### src/rtl/bitcnt_pkg.sv
// bitcnt_pkg: shared function codes, request record and operand helpers for the bitcnt prep stage
// Contents: bitcnt_func_e codes, bitcnt_req_t queued record, rev32/rev64, is_word/is_rev/is_illegal.
package bitcnt_pkg;

   // Widest tag the queued record can carry; the top zero-extends its TAG_W tag into it.
   localparam int TAG_W_MAX = 16;

   typedef enum logic [2:0] {
      FN_CLZ   = 3'b000,
      FN_CTZ   = 3'b001,
      FN_PCNT  = 3'b010,
      FN_CLZW  = 3'b100,
      FN_CTZW  = 3'b101,
      FN_PCNTW = 3'b110
   } bitcnt_func_e;

   typedef struct packed {
      logic [63:0]          data;
      logic [2:0]           func;
      logic                 revmode;
      logic                 illegal;
      logic [TAG_W_MAX-1:0] tag;
   } bitcnt_req_t;

   function automatic logic [31:0] rev32(input logic [31:0] x);
      logic [31:0] r;
      for (int i = 0; i < 32; i++) r[i] = x[31-i];
      return r;
   endfunction

   function automatic logic [63:0] rev64(input logic [63:0] x);
      logic [63:0] r;
      for (int i = 0; i < 64; i++) r[i] = x[63-i];
      return r;
   endfunction

   function automatic logic is_word(input logic [2:0] f);
      return f[2];
   endfunction

   // CLZ and CLZW are counted as trailing zeros of the reversed operand.
   function automatic logic is_rev(input logic [2:0] f);
      return f[1:0] == 2'b00;
   endfunction

   function automatic logic is_illegal(input logic [2:0] f);
      return f[1:0] == 2'b11;
   endfunction

endpackage

### src/rtl/bitcnt_prep_fifo.sv
// bitcnt_prep_fifo: DEPTH-entry synchronous FIFO of bitcnt_req_t records with full/empty/count
// Ports: clock, resetn (async active-low), push_i/din_i write side, pop_i read side,
//        dout_o head entry, full_o, empty_o, count_o entry count.
module bitcnt_prep_fifo
   import bitcnt_pkg::*;
#(
   parameter int  DEPTH = 2,
   parameter type T     = bitcnt_req_t
) (
   input  logic                   clock,
   input  logic                   resetn,
   input  logic                   push_i,
   input  logic                   pop_i,
   input  T                       din_i,
   output T                       dout_o,
   output logic                   full_o,
   output logic                   empty_o,
   output logic [$clog2(DEPTH):0] count_o
);

   localparam int AW = $clog2(DEPTH);
   localparam int CW = AW + 1;
   localparam logic [CW-1:0] FULL_CNT = CW'(DEPTH);

   T              mem_q [DEPTH];
   logic [AW-1:0] wr_q, rd_q;
   logic [CW-1:0] cnt_q, cnt_d;
   logic          push, pop;

   // Pushes at full and pops at empty are dropped so the count never leaves 0..DEPTH.
   assign push    = push_i && !full_o;
   assign pop     = pop_i && !empty_o;
   assign cnt_d   = cnt_q + CW'(push) - CW'(pop);
   assign full_o  = cnt_q == FULL_CNT;
   assign empty_o = cnt_q == '0;
   assign count_o = cnt_q;
   assign dout_o  = mem_q[rd_q];

   always_ff @(posedge clock or negedge resetn) begin
      if (!resetn) begin
         wr_q  <= '0;
         rd_q  <= '0;
         cnt_q <= '0;
         for (int i = 0; i < DEPTH; i++) mem_q[i] <= '0;
      end else begin
         if (push) begin
            mem_q[wr_q] <= din_i;
            wr_q        <= wr_q + AW'(1);
         end
         if (pop) rd_q <= rd_q + AW'(1);
         cnt_q <= cnt_d;
      end
   end

endmodule

### src/rtl/bitcnt_prep.sv
// bitcnt_prep: operand conditioning and request buffering in front of the bitcnt core
// Ports: clock, resetn (async active-low); in_valid/in_ready/in_data/in_func/in_tag request side;
//        out_valid/out_ready/out_data/out_func/out_revmode/out_illegal/out_tag core side;
//        occupancy = queued entry count.
// Option: BITCNT_PREP_BYPASS_EN lets a request reach the core in the same cycle while the
//         queue is empty and the core is ready; otherwise every request passes through the queue.
module bitcnt_prep
   import bitcnt_pkg::*;
#(
   parameter int DEPTH = 2,
   parameter int TAG_W = 4
) (
   input  logic                   clock,
   input  logic                   resetn,
   input  logic                   in_valid,
   output logic                   in_ready,
   input  logic [63:0]            in_data,
   input  logic [2:0]             in_func,
   input  logic [TAG_W-1:0]       in_tag,
   output logic                   out_valid,
   input  logic                   out_ready,
   output logic [63:0]            out_data,
   output logic [2:0]             out_func,
   output logic                   out_revmode,
   output logic                   out_illegal,
   output logic [TAG_W-1:0]       out_tag,
   output logic [$clog2(DEPTH):0] occupancy
);

   bitcnt_req_t req, head, out_sel, last_q;
   logic [31:0] w;
   logic        push, pop, full, empty;
   logic        unused_tag;

   assign w = in_data[31:0];

   // Word forms place the word in the low half; an all-ones upper half caps CTZW/CLZW at 32.
   always_comb begin
      req         = '0;
      req.func    = in_func;
      req.revmode = is_rev(in_func);
      req.illegal = is_illegal(in_func);
      req.tag     = TAG_W_MAX'(in_tag);
      req.data    = req.illegal     ? 64'h0 :
                    is_word(in_func) ? {in_func[1] ? 32'h0 : 32'hFFFF_FFFF, req.revmode ? rev32(w) : w} :
                    req.revmode     ? rev64(in_data) : in_data;
   end

   bitcnt_prep_fifo #(
      .DEPTH (DEPTH),
      .T     (bitcnt_req_t)
   ) u_fifo (
      .clock   (clock),
      .resetn  (resetn),
      .push_i  (push),
      .pop_i   (pop),
      .din_i   (req),
      .dout_o  (head),
      .full_o  (full),
      .empty_o (empty),
      .count_o (occupancy)
   );

   assign in_ready = !full;
   assign pop      = !empty && out_ready;

`ifdef BITCNT_PREP_BYPASS_EN
   logic byp;
   // Empty queue and ready core: hand the request straight over instead of queueing it.
   assign byp       = empty && out_ready;
   assign push      = in_valid && in_ready && !byp;
   assign out_valid = !empty || in_valid;
   assign out_sel   = !empty ? head : in_valid ? req : last_q;
`else
   assign push      = in_valid && in_ready;
   assign out_valid = !empty;
   assign out_sel   = empty ? last_q : head;
`endif

   // The queue slot is stale once popped, so the last delivered entry is kept for the idle outputs.
   always_ff @(posedge clock or negedge resetn) begin
      if (!resetn) last_q <= '0;
      else if (out_valid && out_ready) last_q <= out_sel;
   end

   assign out_data    = out_sel.data;
   assign out_func    = out_sel.func;
   assign out_revmode = out_sel.revmode;
   assign out_illegal = out_sel.illegal;
   assign out_tag     = out_sel.tag[TAG_W-1:0];
   assign unused_tag  = ^out_sel.tag;

endmodule

### config.mk
export PLATFORM = sky130hd
export DESIGN_NAME = bitcnt_prep
export DESIGN_NICKNAME = d
export VERILOG_FILES = /design/src/rtl/bitcnt_pkg.sv /design/src/rtl/bitcnt_prep_fifo.sv /design/src/rtl/bitcnt_prep.sv
export SDC_FILE = /design/constraint.sdc
export NUM_CORES = 1
export LEC_CHECK = 0
export ABC_AREA = 1
export CORE_MARGIN = 2
export CORE_UTILIZATION = 40
export CTS_CLUSTER_SIZE = 8
export DETAILED_ROUTE_END_ITERATION = 6
export SYNTH_ARGS = -nofsm -noshare
export SYNTH_HDL_FRONTEND = slang
export SYNTH_SLANG_ARGS = --single-unit
### constraint.sdc
create_clock -name clock -period 5.5 [get_ports clock]
set_input_delay 1.1 -clock clock [delete_from_list [all_inputs] [get_ports clock]]
set_output_delay 1.1 -clock clock [all_outputs]
set_load 0.02 [all_outputs]
**Word-level counts from Yosys, hierarchy flattened**

Cells that the tools add are included.
Widths: inputs -> output; s select.

- Output and inout bits: 77
- Input bits: 75
- Bits in registers: 259
- Logic and storage cells: 53

- Bitwise logic cells: 3
- Reductions and logical operators: 10
- Mux-type cells: 12
- Eq/ne operators: 2
- Add/sub/neg operators: 4
- $lt $le $gt $ge: 3

Operator list:

| kind | number |
|---|---|
| $mux 85 | 5 |
| $mux 64 | 3 |
| $bwmux 170 | 1 |
| $demux 85 s1 | 1 |
| $mux 32 | 2 |
| $logic_and 1x1->1 | 5 |
| $eq 2x2->1 const B | 2 |
| $ge 2x2->1 const B | 2 |
| $logic_not 2->1 | 2 |
| $not 1->2 | 2 |
| $add 1x1->1 const B | 2 |
| $add 2x1->2 | 1 |
| $logic_not 1->1 | 2 |
| $lt 2x1->1 const B | 1 |
| $reduce_and 2->1 | 1 |
| $sub 2x1->2 | 1 |
| $not 1->1 | 1 |

**Logic depth before layout (Yosys ltp)**

Gate-level depths: netlist (run 1).

- Word-level depth: 6
- Mapped depth: 9

**By module**

A second synthesis (run 1) with hierarchy kept.

- Cells, all modules: 1897
- Area total of the unflattened synthesis: 13346.6 sq um

By module, submodules not included:

| module | area each (sq um) | times used | cells each |
|---|---|---|---|
| bitcnt_prep_fifo | 8274.2 | 1 | 1063 |
| bitcnt_prep | 5072.4 | 1 | 834 |

**Worst setup path before layout (run 1)**

OpenSTA, ideal clock, no wires.

- Path kind: register -> output
- Start: register u_fifo.cnt_q[1] (netlist: u_fifo.count_o[1])
- End: output port out_data[54]
- Buffers on the path: 2
- Stages on the path, launching flop included: 5
- Arrival time: 1.616 ns
- Slack: 2.784 ns
- Cells stage by stage: dfrtp_1 or2_4 buf_2 buf_2 o21ai_0

- Longest elaborated chain between the ends: 2

RTL lines:

| what | RTL line | RTL |
|---|---|---|
| from (decl) | bitcnt_prep_fifo.sv:27 | `logic [CW-1:0] cnt_q, cnt_d;` |
| from (signal assigned) | bitcnt_prep_fifo.sv:51 | `cnt_q <= cnt_d;` |
| $logic_not 2->1 | bitcnt_prep_fifo.sv:35 | `assign empty_o = cnt_q == '0;` |
| $mux 85 | bitcnt_prep.sv:77 | `assign out_sel = empty ? last_q : head;` |
| to (decl) | bitcnt_prep.sv:22 | `output logic [63:0] out_data,` |

No other way between the ends.

**Worst setup path after layout (run 1)**

- Start: register u_fifo.rd_q
- End: output port out_data[30]

- Longest elaborated chain between the ends: 5

RTL lines:

| what | RTL line | RTL |
|---|---|---|
| from (decl) | bitcnt_prep_fifo.sv:26 | `logic [AW-1:0] wr_q, rd_q;` |
| from (signal assigned) | bitcnt_prep_fifo.sv:50 | `if (pop) rd_q <= rd_q + AW'(1);` |
| $not 1->2 (implied by the code) | bitcnt_prep_fifo.sv:37 | `assign dout_o = mem_q[rd_q];` |
| $mux 85 (implied by the code) (3 in series) | bitcnt_prep_fifo.sv:37 |  |
| $mux 85 | bitcnt_prep.sv:77 |  |

No other way between the ends. The select of a mux whose other input is x is not followed.

==> reports/results.ini, run 1 <==
[worst_setup_path]
worstPathRequired_ns=4.40
end_kind=output port
timing.rr.start=u_fifo.count_o[1]$_DFF_PN0_
crit_fanout=49
rr_endpoint=last_q[61]$_DFFE_PN0P_
cp_data_arrival_time_ns=3.07
cp-start-kind=register
rrSetupSlack_ns=2.84
worstSetupPathType=register to output port
r2r_cells=6

[job]
maxCapViolCount=0

[worst_hold_path]
hp-class=register to register
min-delay-start=u_fifo.mem_q[2]$_DFFE_PN0P_
holdPathEnd=u_fifo.mem_q[2]$_DFFE_PN0P_
hold_depth=2

[synthesis]
synth_commonest_cells=827 x nand2_1, 223 x dfrtp_1, 160 x nand3_1
synth_xor_area_share_pct=0.225
synthMuxAreaShare_pct=0
synth-main-ff-cell=dfrtp_1
yosysWarnings=0
syn_area_per_cell_um2=7.04
syn_area_um2=11700
synth_edf_count=0
yosys.area.top_type=dfrtp_1
synth_seq_cells=223
synthAdderAreaFrac_pct=0.214
synth.distinct_cells=21
synth-simple-area-share_pct=35.6
synth_area_leaders=dfrtp_1 48%, nand2_1 27%, nand3_1 6.9%, o21ai_0 4.5%, inv_1 3.8%
synthCells=1658
synth_top_family_by_area=simple AND/OR/NAND/NOR gates
synth-compound-area-share_pct=7.34
seq_area_frac_synth_pct=47.8
synthArstFlopShare_pct=100
yosys.area.top_type_share_pct=47.8
synth.most_common_cell=nand2_1
syn-num-nets=1735

[cts]
cts_sinks=223
post-cts-setup-buffer-count=0
root_buffer=clkbuf_16
numCtsBuffers=31
clk_pin_slew_ns=0.05
cts_tree=yes
clockBufferDepth=3
post_cts_resized=0
clock_latency_ns=0.55
htreeDepth=1
holdBufCountCts=0

[sta]
setup_tns_ns=0
maxSlewViolCount=0
fmax_ghz=0.240
finalSetupViolCount=0
fin_worst_skew_ns=0.0112
maxSlewHeadroom_pct=21.1
rsz0062_at_grt=no
tightest_slew_ns=1.18
finalHoldViolations=0
period_share_pct=75.8
period_needed_ns=4.17

[detailed_routing]
drc=0
drt_first_pass_iters=5
drt-vias-per-instance=4.99
ant_nets=0
vias=10668
routedWlPerCell_um=16.4
drt_iter0_markers=936
wirelength_mm=35.1

[global_route]
use_met2_pct=35.8
grt_util_met3_pct=4.29
grt_pass1_vias=10024
grt_max_degree=96
gr-total-overflow=0
grt_usage_pct=22.9
grtUsageMet1_pct=33.0
antenna_found_initial=8
busiest_layer=met2
grt_pass1_wl_mm=55.5

[placement]
hpwl_mm=22.8
globalplace.congestion=0.836
placed_area_um2=13300
io_buffers=151

[cells_and_area]
regArea_um2=5580
areaGrowthSynthToFinish_pct=20.7
nets=1828
fillers=2887
drive_gt1_share_pct=5.94
multi_input_area_um2=5090
design_area_um2=14100

[power_and_ir_drop]
leakage_nw=7.19
finalPower_mw=8.38
p_per_area_nw_per_um2=595
vdd_drop_max_v=0.000318

[outcome]
status=finished, final reports clean

[floorplan]
rows=62
pin_count=152
start_util_pct=40.7
dieHeight_um=175
coreArea_um2=28700
die_w_um=175
die_area_um2=30600

[cell usage in the layout (no fill, tap or decap), types with 3 or more instances in the layout]
cell and instances:
nand2_1 826, or2_2 32, o21ai_1 63, inv_1 116
buf_4 19, dfrtp_1 222, o21ai_0 105, nor2_4 3
clkdlybuf4s50_1 149, inv_2 5, nand3_1 160, nand2_2 5
clkbuf_16 31
[critical path, cell delays in order, from the launching register on]
cell and delay (ns):
dfrtp_2 0.83, buf_4 0.57, nand2_1 0.10, nand2_1 0.17, nand2_1 0.06, o21ai_0 0.09
clkdlybuf4s50_1 0.63
[per-layer routing]
layer	up-vias	wire length [um]
met5	-	55
met4	8	830
met3	58	2240
met2	298	15800
met1	5011	16200
li1	5293	-
[registers in the layout (all words and copies together) (netlist names)]
signal          count
u_fifo.mem_q      146
last_q             73
u_fifo.count_o      2
u_fifo.rd_q         1
u_fifo.wr_q         1
[kinds of logic after synthesis]
logic type               after synthesis
AO/OA/AOI/OAI                        169
AND/OR/NAND/NOR                     1028
adder cells (fa/ha/maj)                2
buffers and inverters                233
flip-flops                           223
XOR/XNOR                               3
[through the flow]
step                std cells  hold slack, ns  setup slack [ns]  util, %
floorplan                1658           0.442              2.78        -
global placement         2102           0.459              1.92     46.3
detailed placement       2102           0.463              1.87     46.3
CTS                      2136           0.476              1.29     49.1
global route             2137           0.487              1.16     49.1
finish                   2138           0.475              1.33     49.1
[worst max path at each step]
stage / from / endpoint / slack, ns / cells after the start
floorplan: u_fifo.count_o[1]$_DFF_PN0_ / out_data[54] / 2.78 / 4
global placement: u_fifo.rd_q$_DFFE_PN0P_ / out_revmode / 1.92 / 6
detailed placement: u_fifo.rd_q$_DFFE_PN0P_ / out_data[59] / 1.87 / 6
CTS: u_fifo.rd_q$_DFFE_PN0P_ / out_data[59] / 1.29 / 6
global route: u_fifo.rd_q$_DFFE_PN0P_ / out_func[1] / 1.16 / 6
finish: u_fifo.rd_q$_DFFE_PN0P_ / out_data[30] / 1.33 / 6
[layout make-up]
type                            count  share of cell area [%]
Inverter                          122                    3.27
Timing Repair Buffer              171                    11.9
Sequential cell                   223                    39.6
Clock buffer                       33                    5.56
Antenna cell                        2                  0.0355
Tap cell                          384                    3.41
Clock inverter                      1                  0.0622
Multi-Input combinational cell   1202                    36.2
[report_power, final]
part	internal, mW	switching, mW	total (mW)
clock	0.983	0.669	1.65
sequential	2.34	0.353	2.70
combinational	1.52	2.51	4.03
Power figures use the tool's default switching activity.
==> run 2: changes to the inputs <==
==> constraint.sdc (replaced) <==
create_clock -name clock -period 3.8 [get_ports clock]
set_input_delay 0.76 -clock clock [delete_from_list [all_inputs] [get_ports clock]]
set_output_delay 0.76 -clock clock [all_outputs]
set_load 0.02 [all_outputs]
==> run 2 against run 1 <==
Effect of this change: via count grew 1.5%; clock-buffer cell count stayed put; clock power grew 45%; highest routed layer unchanged; utilization up 0.50 points; critical path depth down 1; register-to-register slack lost 1.3 ns; worst hold slack worse by 0.26 ns; worst setup slack got worse by 1.1 ns; combinational power up 51%; cell count up 0.37%; routed wire length rose by 2.0%.
==> reports/results.ini, run 2 (synthesis results as in run 1) <==
[cells_and_area]
areaGrowthSynthToFinish_pct=21.9
multi_input_area_um2=5090
top_register=u_fifo.mem_q
final_common_cell=nand2_1
drive_gt1_share_pct=6.36
nets=1836
largest_reg_flops=146
fillers=2827
layout.cells.non_filler=2146
final_cell_mix=826 x nand2_1, 222 x dfrtp_1, 160 x nand3_1
regArea_um2=5580
utilization_pct=49.6

[detailed_routing]
ant_nets=0
drc=0
drt_iter0_markers=1102
maxUsedRoutingLayer=met5
vias=10829
routedWlPerCell_um=16.7
dr_wl_met2_mm=16.1
drt_first_pass_iters=6
wl_met1_mm=16.2
drt-vias-per-instance=5.05
dr_wl_met3_mm=2.56
wirelength_mm=35.8

[sta]
period_needed_ns=3.52
fin_worst_skew_ns=0.0137
fin_ws_ns=0.275
fmax_ghz=0.284
maxSlewHeadroom_pct=45.9
maxSlewViolCount=0
finalHoldViolations=0
period_share_pct=92.8
finalSetupViolCount=0
rsz0062_at_grt=no
tightest_slew_ns=0.812
setup_tns_ns=0

[outcome]
status=finished, final reports clean

[floorplan]
die_area_um2=30600
die_w_um=175
start_util_pct=40.7
pin_count=152
coreArea_um2=28700
dieHeight_um=175
rows=62

[power_and_ir_drop]
switchingPower_mw=5.20
pwr-share-clk_pct=19.4
finalPower_mw=12.3
p_per_area_nw_per_um2=864
p_int_mw=7.10
leakage_nw=7.26
vdd_drop_max_v=0.000452
power_frac_comb_pct=49.4
p_sw_share_pct=42.3
p_seq_share_pct=31.2

[worst_setup_path]
rr_endpoint=last_q[56]$_DFFE_PN0P_
r2r_cells=6
cp-startpoint=u_fifo.count_o[1]$_DFF_PN0_
worstPathRequired_ns=3.04
cp-start-kind=register
worstSetupPathType=register to output port
end_kind=output port
timing.rr.start=u_fifo.count_o[1]$_DFF_PN0_
path_cells=or2_4 > buf_4 > nand2_1 > o21ai_0 > clkdlybuf4s50_1
cpPeakStageDelay_ns=0.65
cp-endpoint=out_data[55]
cp_slowest_cell=clkdlybuf4s50_1
crit_fanout=54
rrSetupSlack_ns=1.53
cp_data_arrival_time_ns=2.76

[worst_hold_path]
hp-class=primary input to async pin

[global_route]
grt_usage_pct=23.6
antenna_found_initial=5
grt_max_degree=86
gr-total-overflow=0
grt_pass1_vias=10142
grt_pass1_wl_mm=57.3

[cts]
post-cts-setup-buffer-count=0
cts_tree=yes
htreeDepth=1
clk_pin_slew_ns=0.05
cts_sinks=223
root_buffer=clkbuf_16
holdBufCountCts=0
numCtsBuffers=31
post_cts_resized=0
clock_latency_ns=0.54
clockBufferDepth=3

[placement]
hpwl_mm=23.3
io_buffers=151
dp_slack_ns=0.828
globalplace.congestion=0.814
dp_cells=2110

[job]
maxCapViolCount=0

-- run 2: cell types whose count changed in the layout (fill, tap and decap cells not counted), sizes merged --
cell / delta
buf: +8
-- run 2: worst min path at each step --
stage | from | endpoint | slack, ns | cells past startpoint
floorplan | u_fifo.mem_q[0]$_DFFE_PN0P_ | u_fifo.mem_q[0]$_DFFE_PN0P_ | 0.44 | 2
global placement | u_fifo.mem_q[3]$_DFFE_PN0P_ | u_fifo.mem_q[3]$_DFFE_PN0P_ | 0.46 | 2
detailed placement | u_fifo.mem_q[3]$_DFFE_PN0P_ | u_fifo.mem_q[3]$_DFFE_PN0P_ | 0.46 | 2
CTS | resetn | last_q[23]$_DFFE_PN0P_ | 0.25 | 1
global route | resetn | last_q[16]$_DFFE_PN0P_ | 0.28 | 1
finish | resetn | last_q[23]$_DFFE_PN0P_ | 0.22 | 1
-- run 2: metal layers --
metal / global-route usage, % / vias to the layer above
met3: 4.44 / 65
met4: 6.74 / 6
met5: 0 / -
met2: 36.8 / 362
met1: 33.6 / 5095
li1: - / 5301
-- run 2: layout make-up --
cell class	count	area share (%)
Timing Repair Buffer	179	12.8
Clock inverter	1	0.0615
Antenna cell	2	0.0352
Inverter	122	3.24
Tap cell	384	3.38
Sequential cell	223	39.2
Clock buffer	33	5.50
Multi-Input combinational cell	1202	35.8
-- run 2: per-stage QoR --
step | hold WS (ns) | area, um^2
after detailed placement | 0.461 | 13400
after global placement | 0.457 | 13400
after global routing | 0.280 | 14200
final | 0.220 | 14200
after floorplan | 0.442 | 11700
after CTS | 0.251 | 14200
-- run 2: power by group through the flow --
stage               sequential (mW)  combinational [mW]  clock [mW]
detailed placement             3.86                6.11           0
floorplan                      3.76                3.82           0
CTS                            3.83                6.15        2.44
finish                         3.84                6.07        2.39
global route                   3.94                6.78        2.54
global placement               3.83                6.05           0
-- run 2: critical path: cells and delay by family (launching register included) --
kind / cells / cell delay, ns
flip-flops: 1 / 0.42
AND/OR/NAND/NOR: 2 / 0.66
AO/OA/AOI/OAI: 1 / 0.08
buffers and inverters: 2 / 1.04
